**src/rtl/joystick_mapper_nch.sv**
```systemverilog
// N-channel joystick mapper: per-channel sync/debounce/autofire with ZXUNO config,
// merged onto the Kempston/Fuller ports and the keyboard column overlay.
module joystick_mapper_nch #(
  parameter int         NUM_CH        = 2,
  parameter int         DEB_CYCLES    = 140000,
  parameter int         DEB_W         = 18,
  parameter logic [7:0] CONF_BASE     = 8'h06,
  parameter logic [7:0] KEMPSTON_ADDR = 8'h1F,
  parameter logic [7:0] FULLER_ADDR   = 8'h7F
) (
  input  logic                  clk,
  input  logic                  reset_n,
  input  logic [15:0]           a,
  input  logic                  iorq_n,
  input  logic                  rd_n,
  input  logic [7:0]            din,
  output logic [7:0]            dout,
  output logic                  oe,
  input  logic [7:0]            zxuno_addr,
  input  logic                  zxuno_regrd,
  input  logic                  zxuno_regwr,
  input  logic [6*NUM_CH-1:0]   joy_in,
  input  logic [4:0]            kbdcol_in,
  output logic [4:0]            kbdcol_out,
  input  logic                  vretrace_n
);

  localparam int              NB       = 6 * NUM_CH;
  localparam logic [DEB_W-1:0] DEB_LAST = DEB_W'(DEB_CYCLES - 1);
  localparam logic [2:0] MODE_KEMP = 3'd1;
  localparam logic [2:0] MODE_SIN1 = 3'd2;
  localparam logic [2:0] MODE_SIN2 = 3'd3;
  localparam logic [2:0] MODE_CURS = 3'd4;
  localparam logic [2:0] MODE_FULL = 3'd5;

  logic [NB-1:0]    sync1_q, sync2_q, stable_q, stable_d;
  logic [DEB_W-1:0] deb_cnt_q [NB];
  logic [DEB_W-1:0] deb_cnt_d [NB];
  logic [7:0]       conf_q [NUM_CH];
  logic [7:0]       conf_d [NUM_CH];
  logic [3:0]       af_cnt_q [NUM_CH];
  logic [3:0]       af_cnt_d [NUM_CH];
  logic [NUM_CH-1:0] phase_q, phase_d;
  logic             vr_q;
  logic             frame_tick_s;

  logic [5:0]        btn_s [NUM_CH];
  logic [3:0]        per_s [NUM_CH];
  logic [NUM_CH-1:0] fire_s, cfg_wr_s, cfg_hit_s;

  logic kemp_sel_s, full_sel_s, kbd_sel_s;
  logic [7:0] kemp_v_s, full_v_s, cfg_v_s;
  logic [4:0] s1_ovl_s, s2_ovl_s, c12_ovl_s, c11_ovl_s, kbd_ovl_s;
  logic unused_a_s;

  assign unused_a_s   = ^{a[15:13], a[10:8]};
  assign frame_tick_s = vretrace_n & ~vr_q;

  // Per-bit debounce: count disagreement cycles, flip the stable value on the last one.
  always_comb begin
    for (int b = 0; b < NB; b++) begin
      stable_d[b]  = stable_q[b];
      deb_cnt_d[b] = '0;
      if (sync2_q[b] != stable_q[b]) begin
        if (deb_cnt_q[b] == DEB_LAST) begin
          stable_d[b]  = sync2_q[b];
          deb_cnt_d[b] = '0;
        end else begin
          deb_cnt_d[b] = deb_cnt_q[b] + DEB_W'(1);
        end
      end else begin
        deb_cnt_d[b] = '0;
      end
    end
  end

  // Per-channel decode of buttons, effective period, fire value and register hits.
  always_comb begin
    for (int ch = 0; ch < NUM_CH; ch++) begin
      btn_s[ch]     = ~stable_q[6*ch +: 6];
      per_s[ch]     = (conf_q[ch][7:4] == 4'd0) ? 4'd1 : conf_q[ch][7:4];
      fire_s[ch]    = btn_s[ch][4] & (conf_q[ch][3] ? phase_q[ch] : 1'b1);
      cfg_wr_s[ch]  = zxuno_regwr & (zxuno_addr == (CONF_BASE + 8'(ch)));
      cfg_hit_s[ch] = zxuno_regrd & (zxuno_addr == (CONF_BASE + 8'(ch)));
    end
  end

  // Config register and autofire engine; a config write restarts the fire cycle.
  always_comb begin
    for (int ch = 0; ch < NUM_CH; ch++) begin
      conf_d[ch]   = conf_q[ch];
      af_cnt_d[ch] = af_cnt_q[ch];
      phase_d[ch]  = phase_q[ch];
      if (cfg_wr_s[ch]) begin
        conf_d[ch]   = din;
        af_cnt_d[ch] = 4'd0;
        phase_d[ch]  = 1'b1;
      end else if (!(conf_q[ch][3] && btn_s[ch][4])) begin
        af_cnt_d[ch] = 4'd0;
        phase_d[ch]  = 1'b1;
      end else if (frame_tick_s) begin
        if (({1'b0, af_cnt_q[ch]} + 5'd1) == {1'b0, per_s[ch]}) begin
          af_cnt_d[ch] = 4'd0;
          phase_d[ch]  = ~phase_q[ch];
        end else begin
          af_cnt_d[ch] = af_cnt_q[ch] + 4'd1;
        end
      end else begin
        af_cnt_d[ch] = af_cnt_q[ch];
      end
    end
  end

  // Merge all channels onto each port/overlay by mode; presses win across channels.
  always_comb begin
    kemp_v_s  = 8'h00;
    full_v_s  = 8'hFF;
    cfg_v_s   = 8'h00;
    s1_ovl_s  = 5'h1F;
    s2_ovl_s  = 5'h1F;
    c12_ovl_s = 5'h1F;
    c11_ovl_s = 5'h1F;
    for (int ch = 0; ch < NUM_CH; ch++) begin
      cfg_v_s = cfg_v_s | (conf_q[ch] & {8{cfg_hit_s[ch]}});
      case (conf_q[ch][2:0])
        MODE_KEMP: kemp_v_s = kemp_v_s | {2'b00, btn_s[ch][5], fire_s[ch], btn_s[ch][3:0]};
        MODE_FULL: full_v_s = full_v_s & {~fire_s[ch], ~btn_s[ch][5], 2'b11,
                                          ~btn_s[ch][0], ~btn_s[ch][1], ~btn_s[ch][2], ~btn_s[ch][3]};
        MODE_SIN1: s1_ovl_s = s1_ovl_s & {~btn_s[ch][1], ~btn_s[ch][0], ~btn_s[ch][2],
                                          ~btn_s[ch][3], ~fire_s[ch]};
        MODE_SIN2: s2_ovl_s = s2_ovl_s & {~fire_s[ch], ~btn_s[ch][3], ~btn_s[ch][2],
                                          ~btn_s[ch][0], ~btn_s[ch][1]};
        MODE_CURS: begin
          c12_ovl_s = c12_ovl_s & {~btn_s[ch][2], ~btn_s[ch][3], ~btn_s[ch][0],
                                   ~btn_s[ch][5], ~fire_s[ch]};
          c11_ovl_s = c11_ovl_s & {~btn_s[ch][1], 4'b1111};
        end
        default: kemp_v_s = kemp_v_s;
      endcase
    end
    kbd_ovl_s = kbdcol_in
              & (a[12] ? 5'h1F : (s1_ovl_s & c12_ovl_s))
              & (a[11] ? 5'h1F : (s2_ovl_s & c11_ovl_s));
  end

  assign kemp_sel_s = ~iorq_n & ~rd_n & (a[7:0] == KEMPSTON_ADDR);
  assign full_sel_s = ~iorq_n & ~rd_n & (a[7:0] == FULLER_ADDR);
  assign kbd_sel_s  = ~iorq_n & ~rd_n & ~a[0] & ~kemp_sel_s & ~full_sel_s;

  // Read-path priority: config register, Kempston, Fuller, keyboard overlay.
  always_comb begin
    dout       = 8'hFF;
    oe         = 1'b0;
    kbdcol_out = kbdcol_in;
    if (|cfg_hit_s) begin
      dout = cfg_v_s;
      oe   = 1'b1;
    end else if (kemp_sel_s) begin
      dout = kemp_v_s;
      oe   = 1'b1;
    end else if (full_sel_s) begin
      dout = full_v_s;
      oe   = 1'b1;
    end else if (kbd_sel_s) begin
      kbdcol_out = kbd_ovl_s;
    end else begin
      kbdcol_out = kbdcol_in;
    end
  end

  // State registers with synchronous active-low reset.
  always_ff @(posedge clk) begin
    if (!reset_n) begin
      sync1_q  <= '1;
      sync2_q  <= '1;
      stable_q <= '1;
      phase_q  <= '1;
      vr_q     <= 1'b1;
      for (int b = 0; b < NB; b++) begin
        deb_cnt_q[b] <= '0;
      end
      for (int ch = 0; ch < NUM_CH; ch++) begin
        af_cnt_q[ch] <= 4'd0;
        conf_q[ch]   <= (ch == 0) ? 8'h41 : ((ch == 1) ? 8'h42 : 8'h40);
      end
    end else begin
      sync1_q  <= joy_in;
      sync2_q  <= sync1_q;
      stable_q <= stable_d;
      phase_q  <= phase_d;
      vr_q     <= vretrace_n;
      for (int b = 0; b < NB; b++) begin
        deb_cnt_q[b] <= deb_cnt_d[b];
      end
      for (int ch = 0; ch < NUM_CH; ch++) begin
        af_cnt_q[ch] <= af_cnt_d[ch];
        conf_q[ch]   <= conf_d[ch];
      end
    end
  end

endmodule

```
**config.mk**
```make
export PLATFORM = sky130hd
export DESIGN_NAME = joystick_mapper_nch
export DESIGN_NICKNAME = d
export VERILOG_FILES = /design/src/rtl/joystick_mapper_nch.sv
export SDC_FILE = /design/constraint.sdc
export NUM_CORES = 1
export LEC_CHECK = 0
export BUFFER_PORTS_ARGS = -buffer_cell sky130_fd_sc_hd__clkbuf_2
export CORE_ASPECT_RATIO = 1.2
export CORE_MARGIN = 2
export CORE_UTILIZATION = 55
export CTS_BUF_LIST = sky130_fd_sc_hd__clkbuf_2 sky130_fd_sc_hd__clkbuf_4 sky130_fd_sc_hd__clkbuf_8
export DETAILED_ROUTE_END_ITERATION = 12
export PLACE_DENSITY = 0.73
export SLEW_MARGIN = 30
export SYNTH_ARGS = -nofsm -noshare
export SYNTH_HDL_FRONTEND = slang
export SYNTH_SLANG_ARGS = --single-unit
```
**constraint.sdc**
```tcl
create_clock -name clk -period 2.3 [get_ports clk]
set_clock_uncertainty 0.1 [all_clocks]
set_input_delay 0.46 -clock clk [delete_from_list [all_inputs] [get_ports clk]]
set_output_delay 0.46 -clock clk [all_outputs]
set_load 0.005 [all_outputs]
```
Word level (Yosys, flattened, before mapping):

Memory sizes are Yosys's and may differ from the RTL's.
Cells that the tools add are included.

* flip-flop bits (word level): 39
* bits in writable memories: 240
* logic and storage cells: 244
* memories: 3

* add/subtract/negate cells: 16
* eq/ne operators: 40
* multiplexer cells: 80
* bitwise operators: 67
* reductions and logical operators: 21

Memories
* deb_cnt_q: words 12, bits a word 18, rd ports 12, clocked after Yosys merged registers in 0, write ports 12, line 37 `logic [DEB_W-1:0] deb_cnt_q [NB];`
* conf_q: words 2, bits a word 8, rd ports 2, clocked after Yosys merged registers in 0, write ports 2, line 39 `logic [7:0] conf_q [NUM_CH];`
* af_cnt_q: words 2, bits a word 4, rd ports 2, clocked after Yosys merged registers in 0, write ports 2, line 41 `logic [3:0] af_cnt_q [NUM_CH];`

Operators by type and width (count)
* two-way mux 18 bit: 36
* adder 18 x 1 -> 18 bit, second input constant: 12
* equality test 18 bit, second input constant: 12
* two-way mux 8 bit: 10
* two-way mux 5 bit: 14
* two-way mux 4 bit: 12
* bitwise AND 5 bit: 8
* AND reduction 2 bit: 14
* bitwise AND 8 bit: 3
* inverter 1 bit: 23
* equality test 8 x 3 -> 1 bit, second input constant: 2
* bitwise OR 1 bit: 16
* bitwise AND 1 bit: 13
* equality test 3 x 2 -> 1 bit, second input constant: 4
* equality test 3 bit, second input constant: 4
* inequality test 1 bit: 12
* inverter 6 bit: 2
* adder 4 x 1 -> 5 bit, second input constant: 2
* equality test 5 x 4 -> 1 bit: 2
* adder 4 x 1 -> 4 bit, second input constant: 2
* equality test 8 x 5 -> 1 bit, second input constant: 1
* equality test 8 x 7 -> 1 bit, second input constant: 1
* logical NOT 4 bit: 2
* bitwise OR 8 x 6 -> 8 bit: 1
* other kinds (7): 16

Depth between registers and ports, before layout:

Gate-level depths: netlist of run 1.
An unclocked memory read counts as a cell.

* depth in word-level cells: 15
* mapped depth: 7

Worst setup path after synthesis of run 1:

Ideal clock, no wire load.

* path type: input port to output port
* start: input rd_n
* end: output dout[7]
* arrival time: 1.568 ns
* slack: 0.172 ns
* stages on the path: 4
* path buffers: 0
* path through: nor4b_1 nand4_1 o21bai_1 a31o_2

* word-level cells in the longest chain between the ends: 6

Ends and longest elaborated chain
* from (decl): line 15 `input logic rd_n,`
* inverter 1 bit *: line 146, 147
* bitwise AND 1 bit *: line 146, 147
* bitwise AND 1 bit: line 147 `assign full_sel_s = ~iorq_n & ~rd_n & (a[7:0] == FULLER_ADDR);`
* two-way mux 8 bit: line 161 `end else if (full_sel_s) begin`
* two-way mux 8 bit *: line 158 `end else if (kemp_sel_s) begin`
* two-way mux 8 bit *: line 155 `if (|cfg_hit_s) begin`
* to (decl): line 17 `output logic [7:0] dout,`

Mark *: on every way between the ends. The rest lies on a longest branch, timed or not.

==> results of run 1 <==
==> kinds of logic after synthesis <==
group,count (synthesis),synth area share (%)
mux,33,2.60
fa+ha+maj,14,1.37
buf+inv,90,2.78
compound gates,190,9.11
simple gates,684,29.0
xor+xnor,168,11.5
flops,279,43.6
==> stage by stage <==
stage	area, sq um	setup TNS, ps	power, mW
floorplan	12800	0	5.08
global placement	13700	-1600	5.17
detailed placement	13700	-1910	5.18
CTS	14900	-3080	9.61
global route	15000	-4200	9.84
finish	15000	-3150	9.48
==> metal layers <==
metal  GRT usage (%)  vias to the layer above  wire length (um)
li1                -                     5448                 -
met1            28.2                     5111             12200
met2            37.4                      233             13100
met3            3.86                       66              1500
met4            8.99                        0               816
met5               0                        -                 0
==> cells in the mapped netlist (31+ instances only) <==
library cell / n / area share [%]
a21oi_1: 57 / 2.2
and3_1: 34 / 1.7
clkbuf_1: 45 / 1.3
dfxtp_1: 279 / 44
inv_1: 38 / 1.1
mux2i_1: 31 / 2.4
nand2_1: 94 / 2.8
nand3_1: 68 / 2.7
nand4_1: 74 / 3.6
nor2_1: 175 / 5.1
o21ai_0: 56 / 2.2
or3_1: 35 / 1.7
xnor2_1: 49 / 3.4
xor2_1: 119 / 8.1
==> registers in the layout, summed over array words and instances (netlist names) <==
signal	flops
phase_q	2
af_cnt_q	8
stable_q	12
sync2_q	12
deb_cnt_q	216
sync1_q	12
vr_q	1
conf_q	16
==> how the worst max path moves through the flow <==
stage                              startpoint       endpoint  depth (start not counted)
finish              conf_q[0][1]$_SDFFE_PN0P_        dout[1]                          5
global route        conf_q[0][1]$_SDFFE_PN0P_        dout[2]                          5
CTS                 conf_q[0][2]$_SDFFE_PN0P_        dout[2]                          5
detailed placement                       rd_n  kbdcol_out[0]                          6
global placement                         rd_n  kbdcol_out[4]                          6
floorplan                                rd_n        dout[7]                          4
==> timing repair <==
| item | CTS | global route |
|---|---|---|
| hold buffers | 10 | 0 |
| endpoints found under the setup margin | 13 | 13 |
| hold endpoints to repair | 10 | 0 |
| resized for setup | 38 | 20 |
| pin swaps | 9 | 11 |
| buffers inserted | 1 | 2 |
==> worst min-delay path, stage by stage <==
cell	delay, ps
clkbuf_2	90
mux2i_1	60
nand2_1	50
==> area by class of cell <==
cell class | instances | area share [%]
clock buffer | 70 | 5.82
clock inverter | 8 | 0.469
inverter | 38 | 0.954
multi-input combinational | 1089 | 46.9
sequential | 279 | 37.5
tap | 315 | 2.64
timing repair buffer | 125 | 5.80
==> power groups by stage <==
| stage | clock, mW | combinational, mW | sequential, mW |
|---|---|---|---|
| floorplan | 0 | 0.100 | 4.98 |
| global placement | 0 | 0.193 | 4.98 |
| detailed placement | 0 | 0.196 | 4.98 |
| CTS | 4.53 | 0.212 | 4.87 |
| global route | 4.74 | 0.233 | 4.87 |
| finish | 4.39 | 0.212 | 4.87 |
==> flow_summary.json, run 1 <==
{
  "status": "finished with violations",
  "violations": "setup timing",
  "pwr_density_cell_nw_per_um2": 634,
  "grt-ovfl-total": 0,
  "core_area_sq_um": 23000,
  "hold_violations": 0,
  "final_layout_size_suffix_gt1_share_pct": 15.0,
  "hold_depth": 3,
  "yosys.cell_types.count": 56,
  "maxCapViolations": 0,
  "fp-row-count": 61,
  "fmax_mhz": 381,
  "r2r_start": "deb_cnt_q[0][66]$_SDFF_PP0_",
  "clock_latency_ps": 550,
  "leakage_nw": 5.14,
  "die_w_um": 143,
  "drt-wirelength-per-cell_um": 14.4,
  "hpwl_um": 19100,
  "worst_setup_path_end_kind": "output pin",
  "drtPass1Iterations": 5,
  "internal_power_mw": 7.47,
  "path_cells": "or3b_4, o22ai_2, o22ai_1, mux2i_1, buf_2",
  "seq_area_frac_synth_pct": 43.6,
  "cp_top_family": "simple AND/OR/NAND/NOR gates",
  "ir_drop_mv": 0.458,
  "async_reset_ff_share_pct": 0,
  "drtIter0Drc": 551,
  "grt_pass1_wl_um": 45500,
  "synth-main-ff-cell": "dfxtp_1",
  "drc": 0,
  "antenna_found_initial": 0,
  "path_max_fanout": 8,
  "p_clk_share_pct": 46.4,
  "portBuffers": 63,
  "arrival_ps": 2070,
  "multi_input_comb_area_sq_um": 7010,
  "synth_cells": 1458,
  "crit_path_start_kind": "register",
  "grt_max_degree": 27,
  "seqCellArea_sq_um": 5600,
  "setup_violations": 13,
  "final_max_slew_viol_count": 0,
  "path_clk_slew_ps": 70,
  "cp_num_buf_inv": 1,
  "cp_slowest_cell": "or3b_4",
  "p_sw_share_pct": 21.2,
  "hold_start": "din[0]",
  "tritoncts": "yes",
  "wl_um": 27600,
  "cts_made_buffers": 44,
  "syn_nets": 1528,
  "worstMarginPinSlew_ps": 689,
  "place_congestion": 0.916,
  "fin_crit_sh_pct": 114,
  "via_per_inst": 5.64,
  "relSlewSlack_pct": 53.8,
  "synth_seq_cells": 279,
  "synth_edf_count": 0,
  "r2r.worst_path.cells": 5,
  "synth_area_sq_um": 12800,
  "num_vias": 10858,
  "die_area_sq_um": 24500,
  "p_seq_share_pct": 51.4,
  "netSwitchingPower_mw": 2.01,
  "cts_buffer_depth": 3,
  "layout-area-overhead-vs-synth_pct": 16.8,
  "fin_crit_ps": 2630,
  "mostFrequentLayoutCell": "dfxtp_1",
  "crit_type": "register to output pin",
  "grt_pass1_vias": 10144,
  "nets": 1647,
  "regToRegSetupSlack_ps": 260,
  "stdcell_count": 1924,
  "dp_cells": 1833,
  "cts.sinks": 279,
  "syn_avg_cell_area_sq_um": 8.78,
  "holdPathEnd": "conf_q[0][0]$_SDFFE_PN1P_",
  "min_path_type": "input port to register",
  "pre_cts_slack_ps": -347,
  "slowest_delay_ps": 460,
  "boundaryPins": 70,
  "grt.total_usage_pct": 22.2,
  "die_h_um": 171,
  "layout_common_cells": "273 x dfxtp_1, 175 x nor2_1, 119 x xor2_1, 94 x nand2_1, 74 x nand4_1",
  "htreeDepth": 2,
  "antenna_cells": 0,
  "fill_cells": 2027,
  "required_ps": 1740,
  "initial_utilization_pct": 55.6,
  "final_util_pct": 64.9,
  "p_comb_share_pct": 2.2,
  "r2r_end": "deb_cnt_q[0][66]$_SDFF_PP0_",
  "whs_ps": 39.7,
  "rsz0062_at_grt": "true",
  "antenna_left": 0,
  "fin_ws_ps": -327,
  "ctsRootBufferMaster": "clkbuf_8",
  "yosysWarnings": 0
}
No activity file was read; power rests on OpenSTA's default activity.
==> inputs of run 2 (changes only) <==
--- a/config.mk
+++ b/config.mk
@@ -12,6 +12,7 @@
 export CTS_BUF_LIST = sky130_fd_sc_hd__clkbuf_2 sky130_fd_sc_hd__clkbuf_4 sky130_fd_sc_hd__clkbuf_8
 export DETAILED_ROUTE_END_ITERATION = 12
 export PLACE_DENSITY = 0.73
+export SKIP_LAST_GASP = 1
 export SLEW_MARGIN = 30
 export SYNTH_ARGS = -nofsm -noshare
 export SYNTH_HDL_FRONTEND = slang
==> run 2 against run 1 <==
The run still ends with setup timing left. Final cell count did not move. Setup slack got worse by 15 ps. Maximum frequency shrank 0.57%. Combinational power barely moved. Wire length decreased by 0.34%. Die area stayed put. Final area fell by 0.12%. Via count barely moved. Critical path depth unchanged. Critical endpoint unchanged.
==> flow_summary.json, run 2 (synthesis results as in run 1) <==
{
  "status": "finished with violations",
  "violations": "setup timing",
  "cp_num_buf_inv": 1,
  "grt.total_usage_pct": 22.2,
  "hold_violations": 0,
  "final_util_pct": 64.8,
  "p_sw_share_pct": 21.2,
  "die_h_um": 171,
  "grt_pass1_wl_um": 45500,
  "grt_pass1_vias": 10156,
  "antenna_left": 0,
  "ctsRootBufferMaster": "clkbuf_8",
  "setup_violations": 13,
  "setup_tns_ps": -3200,
  "required_ps": 1740,
  "worst_setup_path_end_kind": "output pin",
  "grt-ovfl-total": 0,
  "drc": 0,
  "via_per_inst": 5.64,
  "leakage_nw": 5.14,
  "htreeDepth": 2,
  "grt_max_degree": 27,
  "nets": 1647,
  "die_area_sq_um": 24500,
  "p_comb_share_pct": 2.2,
  "cts_buffer_depth": 3,
  "drt-wirelength-per-cell_um": 14.3,
  "fin_ws_ps": -342,
  "pwr_density_cell_nw_per_um2": 635,
  "drtPass1Iterations": 5,
  "cp_slowest_cell": "or3b_4",
  "place_congestion": 0.916,
  "route.met3.wl_um": 1450,
  "fin_crit_ps": 2640,
  "cts_made_buffers": 44,
  "layout-area-overhead-vs-synth_pct": 16.6,
  "largest-register": "deb_cnt_q",
  "maxCapViolations": 0,
  "slowest_delay_ps": 470,
  "largest_reg_flops": 216,
  "hpwl_um": 19100,
  "crit_type": "register to output pin",
  "fmax_mhz": 379,
  "reg_top3": "deb_cnt_q: 216 flops, conf_q: 16 flops",
  "mostFrequentLayoutCell": "dfxtp_1",
  "final_layout_size_suffix_gt1_share_pct": 15.0,
  "antenna_cells": 0,
  "cp_top_family": "simple AND/OR/NAND/NOR gates",
  "stdcell_count": 1924,
  "maxUsedRoutingLayer": "met4",
  "fp-row-count": 61,
  "power.total_mw": 9.48,
  "die_w_um": 143,
  "arrival_ps": 2080,
  "crit_path_start_kind": "register",
  "p_clk_share_pct": 46.4,
  "rsz0062_at_grt": "true",
  "tritoncts": "yes",
  "num_vias": 10848,
  "netSwitchingPower_mw": 2.01,
  "core_area_sq_um": 23000,
  "wl_met2_um": 13000,
  "fin_crit_sh_pct": 115,
  "antenna_found_initial": 0,
  "cts.sinks": 279,
  "drtIter0Drc": 595,
  "relSlewSlack_pct": 53.9,
  "path_cells": "or3b_4, o22ai_2, o22ai_1, mux2i_1, buf_2",
  "ir_drop_mv": 0.457,
  "path_max_fanout": 8,
  "min_path_type": "input port to register",
  "final_max_slew_viol_count": 0,
  "portBuffers": 63,
  "layout_common_cells": "273 x dfxtp_1, 175 x nor2_1, 119 x xor2_1, 94 x nand2_1, 74 x nand4_1",
  "met1_length_um": 12200,
  "dp_cells": 1833,
  "pre_cts_slack_ps": -347,
  "initial_utilization_pct": 55.6,
  "clock_latency_ps": 550,
  "p_seq_share_pct": 51.4,
  "worstMarginPinSlew_ps": 687,
  "boundaryPins": 70,
  "internal_power_mw": 7.47,
  "path_clk_slew_ps": 70,
  "wl_um": 27500
}
[run 2: cell count changes in the layout (fill, tap and decap cells not counted), sizes merged]
cell,change
buf,-1
clkbuf,+1
[run 2: area by class of cell]
cell class | count | area [sq um]
multi-input combinational | 1089 | 7000
clock buffer | 70 | 870
tap | 315 | 394
fill | 2031 | 8120
clock inverter | 8 | 70.1
sequential | 279 | 5600
timing repair buffer | 125 | 857
inverter | 38 | 143
[run 2: layer usage]
metal	global-route usage, %	vias to the layer above
li1	-	5446
met1	28.1	5109
met2	37.4	224
met3	3.86	69
met4	8.95	0
met5	0	-
[run 2: repair_timing]
action	in CTS	in global routing
hold endpoints to repair	10	0
gates cloned	0	0
gates resized for setup	34	18
endpoints found under the setup margin	13	13
hold buffers	10	0
setup buffers	1	2
pin swaps	8	13
[run 2: worst reg2reg max path, stage by stage, from the launching register on]
cell      delay [ps]
dfxtp_1          340
or4_1            500
or4_4            570
o211ai_4         190
buf_12           170
nor2_1            50
[run 2: per-stage QoR]
step                      hold WS (ps)  instance area, sq um
after floorplan                    286                 12800
after global placement             289                 13700
after detailed placement           291                 13700
after CTS                         5.95                 14900
after global routing              18.4                 14900
final                             39.5                 14900
[run 2: final timing paths]
check / from / endpoint / slack, ps / depth (start not counted)
worst max-delay path: conf_q[0][1]$_SDFFE_PN0P_ / dout[1] / -340 / 5
worst min-delay path: din[0] / conf_q[0][0]$_SDFFE_PN1P_ / 40 / 3
worst max register to register: deb_cnt_q[0][66]$_SDFF_PP0_ / deb_cnt_q[0][66]$_SDFF_PP0_ / 270 / 5
worst min register to register: sync1_q[3]$_SDFF_PN1_ / sync2_q[3]$_SDFF_PN1_ / 300 / 1
[run 2: power groups by stage]
stage | Combinational [mW] | Clock, mW | Sequential, mW
2_1_floorplan | 0.100 | 0 | 4.98
3_3_place_gp | 0.193 | 0 | 4.98
3_5_place_dp | 0.196 | 0 | 4.98
4_1_cts | 0.212 | 4.53 | 4.87
5_1_grt | 0.232 | 4.74 | 4.87
6_report | 0.212 | 4.39 | 4.87
